==> src/rtl/sdp_x_x_trt_core_chn_in_rsci_chn_in_wait_ctrl_dp_if.sv <==
// Input-channel handshake bundle between upstream, the SDP X trt core and
// the chn_in wait-control datapath.
//   slave  : the wait-control datapath (consumes core/upstream controls,
//            produces ready, transfer strobes, completion and muxed data)
//   master : the environment driving the core controls and upstream data
interface sdp_x_x_trt_core_chn_in_rsci_chn_in_wait_ctrl_dp_if #(
  parameter int DW = 32
);
  logic          chn_in_rsci_oswt;
  logic          core_wen;
  logic          core_wten;
  logic          chn_in_rsci_iswt0;
  logic          chn_in_rsci_ld_core_psct;
  logic          chn_in_rsci_vd;
  logic [DW-1:0] chn_in_rsci_d;
  logic          chn_in_rsci_ld_core_sct;
  logic          chn_in_rsci_biwt;
  logic          chn_in_rsci_bdwt;
  logic          chn_in_rsci_wen_comp;
  logic [DW-1:0] chn_in_rsci_d_mxwt;
  logic          chn_in_rsci_ovf_err;

  modport slave (
    input  chn_in_rsci_oswt, core_wen, core_wten, chn_in_rsci_iswt0,
           chn_in_rsci_ld_core_psct, chn_in_rsci_vd, chn_in_rsci_d,
    output chn_in_rsci_ld_core_sct, chn_in_rsci_biwt, chn_in_rsci_bdwt,
           chn_in_rsci_wen_comp, chn_in_rsci_d_mxwt, chn_in_rsci_ovf_err
  );

  modport master (
    output chn_in_rsci_oswt, core_wen, core_wten, chn_in_rsci_iswt0,
           chn_in_rsci_ld_core_psct, chn_in_rsci_vd, chn_in_rsci_d,
    input  chn_in_rsci_ld_core_sct, chn_in_rsci_biwt, chn_in_rsci_bdwt,
           chn_in_rsci_wen_comp, chn_in_rsci_d_mxwt, chn_in_rsci_ovf_err
  );
endinterface

==> src/rtl/sdp_x_x_trt_core_chn_in_rsci_chn_in_wait_ctrl_dp.sv <==
// Input-channel wait control for the SDP X trt core.
// Holds a read request pending across core stalls, captures an upstream word
// into a one-entry buffer when it arrives while the core cannot consume it,
// presents buffered or live data to the core and raises wen_comp to release
// the core stall.
// Ports:
//   nvdla_core_clk  : clock, all state on rising edge
//   nvdla_core_rstn : asynchronous active-low reset
//   chn             : handshake bundle (slave modport), see the _if file
module sdp_x_x_trt_core_chn_in_rsci_chn_in_wait_ctrl_dp #(
  parameter int DW = 32
) (
  input  logic nvdla_core_clk,
  input  logic nvdla_core_rstn,
  sdp_x_x_trt_core_chn_in_rsci_chn_in_wait_ctrl_dp_if.slave chn
);

  logic          icwt;     // read request pending
  logic          bcwt;     // buffer holds a word not yet consumed
  logic [DW-1:0] d_bfwt;   // one-entry capture buffer
  logic          ovf_err;

  logic pdswt0;
  logic ogwt;
  logic biwt;
  logic bdwt;

  // A fresh request is suppressed while the core is mid-stall; a request
  // already pending keeps retrying every cycle until upstream is valid.
  assign pdswt0 = chn.chn_in_rsci_iswt0 & ~chn.core_wten;
  assign ogwt   = pdswt0 | icwt;
  assign biwt   = ogwt & chn.chn_in_rsci_vd;
  assign bdwt   = chn.chn_in_rsci_oswt & chn.core_wen;

  assign chn.chn_in_rsci_ld_core_sct = chn.chn_in_rsci_ld_core_psct & ogwt;
  assign chn.chn_in_rsci_biwt        = biwt;
  assign chn.chn_in_rsci_bdwt        = bdwt;
  assign chn.chn_in_rsci_wen_comp    = ~chn.chn_in_rsci_oswt | biwt | bcwt;
  assign chn.chn_in_rsci_d_mxwt      = bcwt ? d_bfwt : chn.chn_in_rsci_d;
  assign chn.chn_in_rsci_ovf_err     = ovf_err;

  always_ff @(posedge nvdla_core_clk or negedge nvdla_core_rstn) begin
    if (!nvdla_core_rstn) begin
      icwt    <= 1'b0;
      bcwt    <= 1'b0;
      d_bfwt  <= '0;
      ovf_err <= 1'b0;
    end else begin
      icwt <= ogwt & ~biwt;
      // A word arriving in the same cycle the core consumes passes straight
      // through and is not held.
      bcwt <= (bcwt | biwt) & ~bdwt;
      if (biwt) begin
        d_bfwt <= chn.chn_in_rsci_d;
      end
      // Overwriting an unconsumed buffered word loses data; flag it sticky.
      if (biwt & bcwt & ~bdwt) begin
        ovf_err <= 1'b1;
      end
    end
  end

endmodule

==> src/flat_wrapper.sv <==
// flat-port wrapper written by rule: the top's interface ports become plain ports
module sdp_x_x_trt_core_chn_in_rsci_chn_in_wait_ctrl_dp_flat 
#(
  parameter int DW = 32
)
  (nvdla_core_clk, nvdla_core_rstn, chn_chn_in_rsci_oswt, chn_core_wen, chn_core_wten, chn_chn_in_rsci_iswt0, chn_chn_in_rsci_ld_core_psct, chn_chn_in_rsci_vd, chn_chn_in_rsci_d, chn_chn_in_rsci_ld_core_sct, chn_chn_in_rsci_biwt, chn_chn_in_rsci_bdwt, chn_chn_in_rsci_wen_comp, chn_chn_in_rsci_d_mxwt, chn_chn_in_rsci_ovf_err);
  sdp_x_x_trt_core_chn_in_rsci_chn_in_wait_ctrl_dp_if #(.DW(DW)) chn_i ();
  input  logic nvdla_core_clk;
  input  logic nvdla_core_rstn;
  input wire logic [$bits(chn_i.chn_in_rsci_oswt)-1:0] chn_chn_in_rsci_oswt;
  input wire logic [$bits(chn_i.core_wen)-1:0] chn_core_wen;
  input wire logic [$bits(chn_i.core_wten)-1:0] chn_core_wten;
  input wire logic [$bits(chn_i.chn_in_rsci_iswt0)-1:0] chn_chn_in_rsci_iswt0;
  input wire logic [$bits(chn_i.chn_in_rsci_ld_core_psct)-1:0] chn_chn_in_rsci_ld_core_psct;
  input wire logic [$bits(chn_i.chn_in_rsci_vd)-1:0] chn_chn_in_rsci_vd;
  input wire logic [$bits(chn_i.chn_in_rsci_d)-1:0] chn_chn_in_rsci_d;
  output wire logic [$bits(chn_i.chn_in_rsci_ld_core_sct)-1:0] chn_chn_in_rsci_ld_core_sct;
  output wire logic [$bits(chn_i.chn_in_rsci_biwt)-1:0] chn_chn_in_rsci_biwt;
  output wire logic [$bits(chn_i.chn_in_rsci_bdwt)-1:0] chn_chn_in_rsci_bdwt;
  output wire logic [$bits(chn_i.chn_in_rsci_wen_comp)-1:0] chn_chn_in_rsci_wen_comp;
  output wire logic [$bits(chn_i.chn_in_rsci_d_mxwt)-1:0] chn_chn_in_rsci_d_mxwt;
  output wire logic [$bits(chn_i.chn_in_rsci_ovf_err)-1:0] chn_chn_in_rsci_ovf_err;
  assign chn_i.chn_in_rsci_oswt = chn_chn_in_rsci_oswt;
  assign chn_i.core_wen = chn_core_wen;
  assign chn_i.core_wten = chn_core_wten;
  assign chn_i.chn_in_rsci_iswt0 = chn_chn_in_rsci_iswt0;
  assign chn_i.chn_in_rsci_ld_core_psct = chn_chn_in_rsci_ld_core_psct;
  assign chn_i.chn_in_rsci_vd = chn_chn_in_rsci_vd;
  assign chn_i.chn_in_rsci_d = chn_chn_in_rsci_d;
  assign chn_chn_in_rsci_ld_core_sct = chn_i.chn_in_rsci_ld_core_sct;
  assign chn_chn_in_rsci_biwt = chn_i.chn_in_rsci_biwt;
  assign chn_chn_in_rsci_bdwt = chn_i.chn_in_rsci_bdwt;
  assign chn_chn_in_rsci_wen_comp = chn_i.chn_in_rsci_wen_comp;
  assign chn_chn_in_rsci_d_mxwt = chn_i.chn_in_rsci_d_mxwt;
  assign chn_chn_in_rsci_ovf_err = chn_i.chn_in_rsci_ovf_err;
  sdp_x_x_trt_core_chn_in_rsci_chn_in_wait_ctrl_dp #(.DW(DW)) u_core (.nvdla_core_clk(nvdla_core_clk), .nvdla_core_rstn(nvdla_core_rstn), .chn(chn_i));
endmodule
==> config.mk <==
export PLATFORM = sky130hd
export DESIGN_NAME = sdp_x_x_trt_core_chn_in_rsci_chn_in_wait_ctrl_dp_flat
export DESIGN_NICKNAME = d
export VERILOG_FILES = /design/src/rtl/sdp_x_x_trt_core_chn_in_rsci_chn_in_wait_ctrl_dp_if.sv /design/src/rtl/sdp_x_x_trt_core_chn_in_rsci_chn_in_wait_ctrl_dp.sv /design/src/flat_wrapper.sv
export SDC_FILE = /design/constraint.sdc
export NUM_CORES = 1
export LEC_CHECK = 0
export ABC_AREA = 1
export CORE_MARGIN = 2
export CORE_UTILIZATION = 46
export DETAILED_ROUTE_END_ITERATION = 8
export HOLD_SLACK_MARGIN = 0.06
export PLACE_DENSITY = 0.85
export REMOVE_ABC_BUFFERS = 1
export SLEW_MARGIN = 20
export SYNTH_ARGS = -nofsm -noshare
export SYNTH_HDL_FRONTEND = slang
export SYNTH_SLANG_ARGS = --single-unit
==> constraint.sdc <==
create_clock -name nvdla_core_clk -period 1.5 [get_ports nvdla_core_clk]
set_clock_uncertainty 0.1 [all_clocks]
set_input_delay 0.15 -clock nvdla_core_clk [delete_from_list [all_inputs] [get_ports nvdla_core_clk]]
set_output_delay 0.15 -clock nvdla_core_clk [all_outputs]
set_load 0.02 [all_outputs]
==> reports/results.ini, run 1 <==
[clock_tree]
cts_tree=done
cts.sinks=35
htree_levels=2
numCtsBuffers=5
insertion_delay_ns=0.27
root_buffer=clkbuf_8
cts_buffer_depth=2
clk_pin_slew_ns=0.07

[placed_design]
dpl_cell_area_sq_mm=0.002750
io_buffers=76
routabilityCongestion=0.7660
hpwl_um=3439
place_ws_ns=-0.2961

[pwr]
powerDensity_mw_per_mm2=1084
vdd_ir_drop_max_mv=0.9166
power_mw=3.115
p_leak_nw=1.573

[synth]
seq_area_frac_synth=0.4670
yosysTopAreaCell=dfrtp_1
avgSynthCellArea_sq_um=7.186
syn-cell-area_sq_mm=0.001876
synth.area.top_cells=dfrtp_1 (47%), nand2_1 (32%), nand3_1 (8.8%)
syn_inst=261
ys_ff_latch=35
netlist.area_leader.share=0.4670
ys_warn_count=0
netlist-cell-type-count=13

[timing]
max_clock_freq_mhz=681.1
setup_slack_ns=0.03169
tightest_slew_ns=0.5096
setup_viol_count_final=0
hold_violations=0
finalMaxSlewViolations=0
min_period_ns=1.468
rsz0062_at_grt=true
slew_headroom=0.6603
min_period_over_period=0.9789
holdWs_ns=0.2819

[die]
core-area_sq_mm=0.003971
die-height_um=67.86
rows=23
die_w_um=67.86
dieArea_sq_mm=0.004604
io_pins=77
start_util=0.4723

[global_route]
grt_overflow=0
grt_pass1_wl_um=7886
grt_pass1_vias=1806
grt_util_all_layers=0.2243
antenna_found_initial=0
grt_start_max_net_pins=34

[finish]
layout_common_cells=nand2_1 (150), clkdlybuf4s50_1 (38), dfrtp_1 (34)
layout-drive-gt1-share=0.2550
stdcell_area_sq_mm=0.002874
final_common_cell=nand2_1
area_growth_pct=53.24
multi_input_area_sq_um=882.1
final-seq-area_sq_um=877.1
diodes=0
nFillCells=340
layout.nets=392

[status]
status=finished clean

[routing]
wire_per_inst_um=12.20
drc=0
drtIter0Drc=119
vias_per_cell=4.834
final_antenna_net_count=0
num_vias=1948
wl_um=4918
drt-pass1-iter-count=5

[worst_setup_path]
start_kind=flop
crit_required_ns=1.25
end_kind=output port
crit_arrival_ns=1.22
setup.worst_path.class=flop to output port
crit_fanout=8

[job]
max_cap_violations=0

[min_path]
hp-class=primary input to async pin

[repair_timing]
item,in CTS,in global routing
setup endpoints to repair,36,26
gates resized for setup,133,60
buffers inserted,0,1
pin swaps,0,5
hold endpoints to repair,22,0
hold buffers,1,0
gates cloned,0,1
[kinds of logic (layout without fill, tap and decap cells)]
kind of cell | after synthesis | in the layout | share of synthesized area
AO/OA/AOI/OAI | 2 | 2 | 0.01067
AND/OR/NAND/NOR | 200 | 200 | 0.4436
flip-flops | 35 | 35 | 0.4670
buffers and inverters | 24 | 116 | 0.07872
[sequential cells by signal, summed over array words and instances (netlist names)]
signal / cells
u_core.chn.chn_in_rsci_ovf_err: 1
u_core.d_bfwt: 32
u_core.bcwt: 1
u_core.icwt: 1
[worst max-delay path, stage by stage, from the launching register on]
cell,delay (ns)
dfrtp_2,0.44
clkinv_4,0.09
clkbuf_16,0.15
nand2_1,0.05
nand2_1,0.05
buf_2,0.15
[routing by layer]
layer  up-vias  global-route usage  wire (um)
met1       891              0.2854       2125
met5         -                   0          0
met2        73              0.4007       2485
met4         0             0.05000         12
met3         2             0.03783        295
li1        982                   -          -
[cells in the mapped netlist]
master / number
buf_4: 7
nor2_1: 2
buf_6: 3
nand3_1: 33
nand2_8: 2
o21bai_2: 1
nand2_4: 1
dfrtp_1: 35
inv_1: 2
nand2_1: 162
buf_2: 7
inv_2: 5
a21oi_2: 1
[layout make-up]
cell class,count,share of cell area
repair buffers,101,0.3204
multi-input cells,202,0.3069
flip-flops and latches,35,0.3052
clock buffers,8,0.03483
well taps,50,0.02177
inverters,7,0.01088
[metrics by stage]
step	utilization	TNS, ns	cells
floorplan	-	-5.144	244
global placement	0.6925	-4.156	392
detailed placement	0.6925	-5.196	392
CTS	0.6834	-0.1710	401
global route	0.7237	-0.1063	403
finish	0.7237	0	403
[path summary, 6_finish.rpt]
| path | from | to | slack, ns | cells after the start |
|---|---|---|---|---|
| min in group nvdla_core_clk | chn_chn_in_rsci_d[30] | u_core.d_bfwt[30]$_DFFE_PN0P_ | 0.36 | 3 |
| max in group asynchronous | nvdla_core_rstn | u_core.d_bfwt[13]$_DFFE_PN0P_ | 0.45 | 3 |
| worst min-delay path | nvdla_core_rstn | u_core.d_bfwt[31]$_DFFE_PN0P_ | 0.28 | 2 |
| worst max register to register | u_core.icwt$_DFF_PN0_ | u_core.d_bfwt[17]$_DFFE_PN0P_ | 0.28 | 6 |
| worst min register to register | u_core.d_bfwt[21]$_DFFE_PN0P_ | u_core.d_bfwt[21]$_DFFE_PN0P_ | 0.37 | 2 |
| worst max-delay path | u_core.bcwt$_DFF_PN0_ | chn_chn_in_rsci_d_mxwt[11] | 0.03 | 5 |
[report_power, final]
group / switching [mW] / leakage, nW / internal [mW]
Combinational: 0.655 / 1.09 / 0.534
Clock: 0.314 / 0.0515 / 0.419
Sequential: 0.0898 / 0.429 / 1.10
No activity file was read; power rests on OpenSTA's default activity.
==> run 2, diff against run 1 <==
- CORE_MARGIN: 2 -> 10
==> reports/results.ini, run 2 (synthesis gave the netlist of run 1 again) <==
[global_route]
grt_pass1_vias=2013
grt_util_all_layers=0.1573
grt_overflow=0
antenna_found_initial=0
grt_pass1_wl_um=9515
grt_start_max_net_pins=34

[timing]
hold_violations=0
setup_slack_ns=-0.01788
max_clock_freq_mhz=658.8
slew_headroom=0.7218
holdWs_ns=0.2253
min_period_over_period=1.012
min_period_ns=1.518
finalMaxSlewViolations=0
setup_viol_count_final=2
tightest_slew_ns=0.4174
rsz0062_at_grt=true

[status]
failed_checks=negative setup slack
status=finished with violations

[die]
die_w_um=83.86
rows=23
dieArea_sq_mm=0.007032
core-area_sq_mm=0.003971
die-height_um=83.86
start_util=0.4723
io_pins=77

[worst_setup_path]
crit_arrival_ns=1.27
rrSetupSlack_ns=0.25
start_kind=flop
crit_fanout=15
crit_required_ns=1.25
setup.worst_path.class=flop to output port
end_kind=output port

[finish]
layout.nets=397
stdcell_area_sq_mm=0.003049
nFillCells=289
layout_common_cells=nand2_1 (149), clkdlybuf4s50_1 (38), dfrtp_1 (35)
final_common_cell=nand2_1
top_register=u_core.d_bfwt
area_growth_pct=62.57
largest_register_ffs=32
layout-drive-gt1-share=0.2654
diodes=0

[clock_tree]
insertion_delay_ns=0.28
htree_levels=2
root_buffer=clkbuf_8
clk_pin_slew_ns=0.07
numCtsBuffers=5
cts_buffer_depth=2
cts.sinks=35
cts_tree=done

[routing]
drtIter0Drc=165
wl_um=5724
final_antenna_net_count=0
num_vias=1964
vias_per_cell=4.814
wire_per_inst_um=14.03
drt-pass1-iter-count=4
drc=0

[placed_design]
dpl_cell_area_sq_mm=0.002788
routabilityCongestion=0.7536
io_buffers=76
hpwl_um=4036

[min_path]
hp-class=primary input to async pin

[job]
max_cap_violations=0

[pwr]
vdd_ir_drop_max_mv=0.8871
p_leak_nw=1.643
powerDensity_mw_per_mm2=1153

==> run 2: cell count changes in the layout (fill, tap and decap cells not counted), sizes merged <==
cell           before  now
clkbuf             11    6
clkdlybuf4s15       0    1
bufinv              0    2
clkinv              1    0
buf                57   64
inv                 6    7
==> run 2: final cells by class <==
cell class / count / area (sq um) / share of cell area
Sequential cell: 35 / 875.8 / 0.2872
Multi-Input combinational cell: 202 / 884.6 / 0.2901
Tap cell: 50 / 62.56 / 0.02052
Timing Repair Buffer: 106 / 1065 / 0.3492
Inverter: 7 / 28.78 / 0.009438
Clock inverter: 2 / 60.06 / 0.01970
Clock buffer: 6 / 72.57 / 0.02380
==> run 2: where the power goes <==
part | total [mW] | leakage, nW | switching (mW) | internal (mW)
logic | 1.32 | 1.15 | 0.688 | 0.629
clock network | 1.00 | 0.0654 | 0.338 | 0.664
registers | 1.20 | 0.431 | 0.0936 | 1.10
==> run 2: what timing repair did <==
item	4_1_cts	5_1_grt
endpoints found under the setup margin	36	35
endpoints found under the hold margin	18	0
buffers inserted	2	0
gates cloned	1	0
pin swaps	0	6
hold buffers	1	0
resized for setup	160	65
==> run 2: final timing paths <==
| check | cells past startpoint | end | startpoint |
|---|---|---|---|
| min in group nvdla_core_clk | 3 | u_core.d_bfwt[31]$_DFFE_PN0P_ | chn_chn_in_rsci_d[31] |
| max in group asynchronous | 3 | u_core.d_bfwt[1]$_DFFE_PN0P_ | nvdla_core_rstn |
| worst max register to register | 6 | u_core.d_bfwt[6]$_DFFE_PN0P_ | u_core.icwt$_DFF_PN0_ |
| worst min register to register | 1 | u_core.chn.chn_in_rsci_ovf_err$_DFFE_PN0P_ | u_core.chn.chn_in_rsci_ovf_err$_DFFE_PN0P_ |
| worst min-delay path | 2 | u_core.d_bfwt[26]$_DFFE_PN0P_ | nvdla_core_rstn |
| worst max-delay path | 5 | chn_chn_in_rsci_d_mxwt[10] | u_core.bcwt$_DFF_PN0_ |
==> run 2: metrics by stage <==
step / TNS [ns] / setup WS, ns / util / power, mW / instances
4_1_cts: -0.5741 / -0.05616 / 0.7227 / 3.359 / 409
6_report: -0.02211 / -0.01788 / 0.7678 / 3.517 / 408
3_3_place_gp: -4.581 / -0.3042 / 0.7020 / 2.376 / 397
5_1_grt: -0.9158 / -0.05256 / 0.7678 / 3.690 / 408
2_1_floorplan: -5.144 / -0.1888 / - / 1.754 / 244
3_5_place_dp: -5.536 / -0.3386 / 0.7020 / 2.404 / 397
==> run 2: per-layer routing <==
metal	GRT usage	routed length [um]	up-vias
met3	0.03906	336	5
met5	0	0	-
met4	0.03957	42	0
met1	0.1848	2331	896
li1	-	-	995
met2	0.2767	3013	68
==> run 2: worst max-delay path, cell delays in order (launching register included) <==
cell     delay [ns]
dfrtp_1        0.42
buf_6          0.15
buf_12         0.14
nand2_1        0.08
nand2_2        0.06
buf_6          0.13
==> run 3, diff against run 2 <==
- CELL_PAD_IN_SITES_DETAIL_PLACEMENT: unset -> 1
- CELL_PAD_IN_SITES_GLOBAL_PLACEMENT: unset -> 1
- CORE_UTILIZATION: 46 -> 32
- PLACE_DENSITY: 0.85 -> unset
- PLACE_DENSITY_LB_ADDON: unset -> 0.1
- SLEW_MARGIN: 20 -> unset
- TNS_END_PERCENT: unset -> 20
==> reports/results.ini, run 3 (synthesis gave the netlist of run 1 again) <==
[status]
status=finished clean

[worst_setup_path]
setup.worst_path.class=flop to output port
crit_required_ns=1.25
crit_fanout=8
start_kind=flop
crit_arrival_ns=1.24
end_kind=output port

[routing]
drtIter0Drc=85
num_vias=2002
routed.top_layer=met4
wire_per_inst_um=14.89
wl_met3_um=415
vias_per_cell=4.581
wl_um=6509
wl_met1_um=2535
final_antenna_net_count=0
wl_met2_um=3504
drc=0
drt-pass1-iter-count=4

[finish]
layout-drive-gt1-share=0.2877
top_register=u_core.d_bfwt
stdcell_area_sq_mm=0.003090
layout.nets=404
diodes=0
area_growth_pct=64.78
post-route-util=0.5511
largest_register_ffs=32
nFillCells=724
layout_common_cells=nand2_1 (146), clkdlybuf4s50_1 (38), buf_6 (36)
final_common_cell=nand2_1

[global_route]
antenna_found_initial=0
grt_start_max_net_pins=36
grt_overflow=0
grt_pass1_wl_um=10760
grt_pass1_vias=2199
grt_util_all_layers=0.1447

[timing]
slew_headroom=0.6949
setup_slack_ns=0.008423
rsz0062_at_grt=true
max_clock_freq_mhz=670.4
setup_viol_count_final=0
tightest_slew_ns=0.4576
min_period_over_period=0.9944
min_period_ns=1.492
holdWs_ns=0.3335
finalMaxSlewViolations=0
hold_violations=0

[clock_tree]
htree_levels=2
cts.sinks=35
clk_pin_slew_ns=0.07
cts_tree=done
numCtsBuffers=5
root_buffer=clkbuf_8
insertion_delay_ns=0.28
cts_buffer_depth=2

[pwr]
p_leak_nw=1.650
vdd_ir_drop_max_mv=0.5202
powerDensity_mw_per_mm2=1030

[die]
die_w_um=96.56
dieArea_sq_mm=0.009323
core-area_sq_mm=0.005608
rows=27
die-height_um=96.56
io_pins=77
start_util=0.3344

[placed_design]
place_ws_ns=-0.3286
dpl_cell_area_sq_mm=0.002863
routabilityCongestion=0.7060
hpwl_um=4839
io_buffers=76

[job]
max_cap_violations=0

[min_path]
hp-class=primary input to async pin

## run 3: changes by cell type in the layout (fill, tap and decap cells not counted), sizes merged
| cell | change |
|---|---|
| buf | +6 |
| bufinv | -2 |
| clkbuf | +1 |
| clkdlybuf4s15 | +1 |
| clkinv | +2 |
| dlygate4sd2 | +1 |
| dlymetal6s2s | -1 |
| inv | -1 |
## run 3: report_power, final
group	internal (mW)	leakage, nW	total [mW]	switching (mW)
clock network	0.326	0.0422	0.651	0.325
registers	1.10	0.429	1.19	0.0893
logic	0.632	1.18	1.34	0.708
total	2.06	1.65	3.18	1.12
## run 3: per-stage QoR
stage / TNS [ns] / instances / power [mW]
final: 0 / 437 / 3.184
after detailed placement: -8.464 / 427 / 2.446
after CTS: -0.5976 / 437 / 3.174
after global routing: -1.794 / 437 / 3.405
after global placement: -6.697 / 427 / 2.411
after floorplan: -5.144 / 244 / 1.754
## run 3: routing by layer
layer	vias to the layer above	track usage
met5	-	0
met4	0	0.03632
met3	6	0.04086
met2	49	0.2667
met1	942	0.1589
li1	1005	-
## run 3: worst paths after layout
kind                                                start                            end  slack [ns]  depth (start not counted)
min reg2reg                  u_core.d_bfwt[6]$_DFFE_PN0P_   u_core.d_bfwt[6]$_DFFE_PN0P_        0.37                          2
max in group asynchronous                 nvdla_core_rstn          u_core.bcwt$_DFF_PN0_        0.61                          3
min                                       nvdla_core_rstn   u_core.d_bfwt[8]$_DFFE_PN0P_        0.33                          3
max                                 u_core.bcwt$_DFF_PN0_     chn_chn_in_rsci_d_mxwt[17]       0.008                          5
min in group nvdla_core_clk         chn_chn_in_rsci_d[21]  u_core.d_bfwt[21]$_DFFE_PN0P_        0.36                          3
max reg2reg                         u_core.icwt$_DFF_PN0_  u_core.d_bfwt[17]$_DFFE_PN0P_        0.18                          6
## run 3: worst max-delay path: stages, from the launching register on
cell      delay (ns)
dfrtp_2         0.43
clkinv_4        0.11
buf_8           0.16
nand2_2         0.06
nand2_2         0.06
buf_6           0.13
## run 3: final cells by class
type / instances / area [sq um] / share of cell area
Clock buffer: 7 / 76.32 / 0.02470
Inverter: 7 / 31.28 / 0.01012
Timing Repair Buffer: 113 / 1109 / 0.3587
Sequential cell: 35 / 877.1 / 0.2838
Clock inverter: 1 / 5.005 / 0.001619
Multi-Input combinational cell: 202 / 902.1 / 0.2919
Tap cell: 72 / 90.09 / 0.02915
## run 3: timing repair
| action | in CTS | in global routing |
|---|---|---|
| endpoints found under the setup margin | 37 | 33 |
| hold buffers | 1 | 0 |
| setup buffers | 1 | 0 |
| endpoints found under the hold margin | 35 | 0 |
| resized for setup | 206 | 30 |
| pin swaps | 2 | 1 |
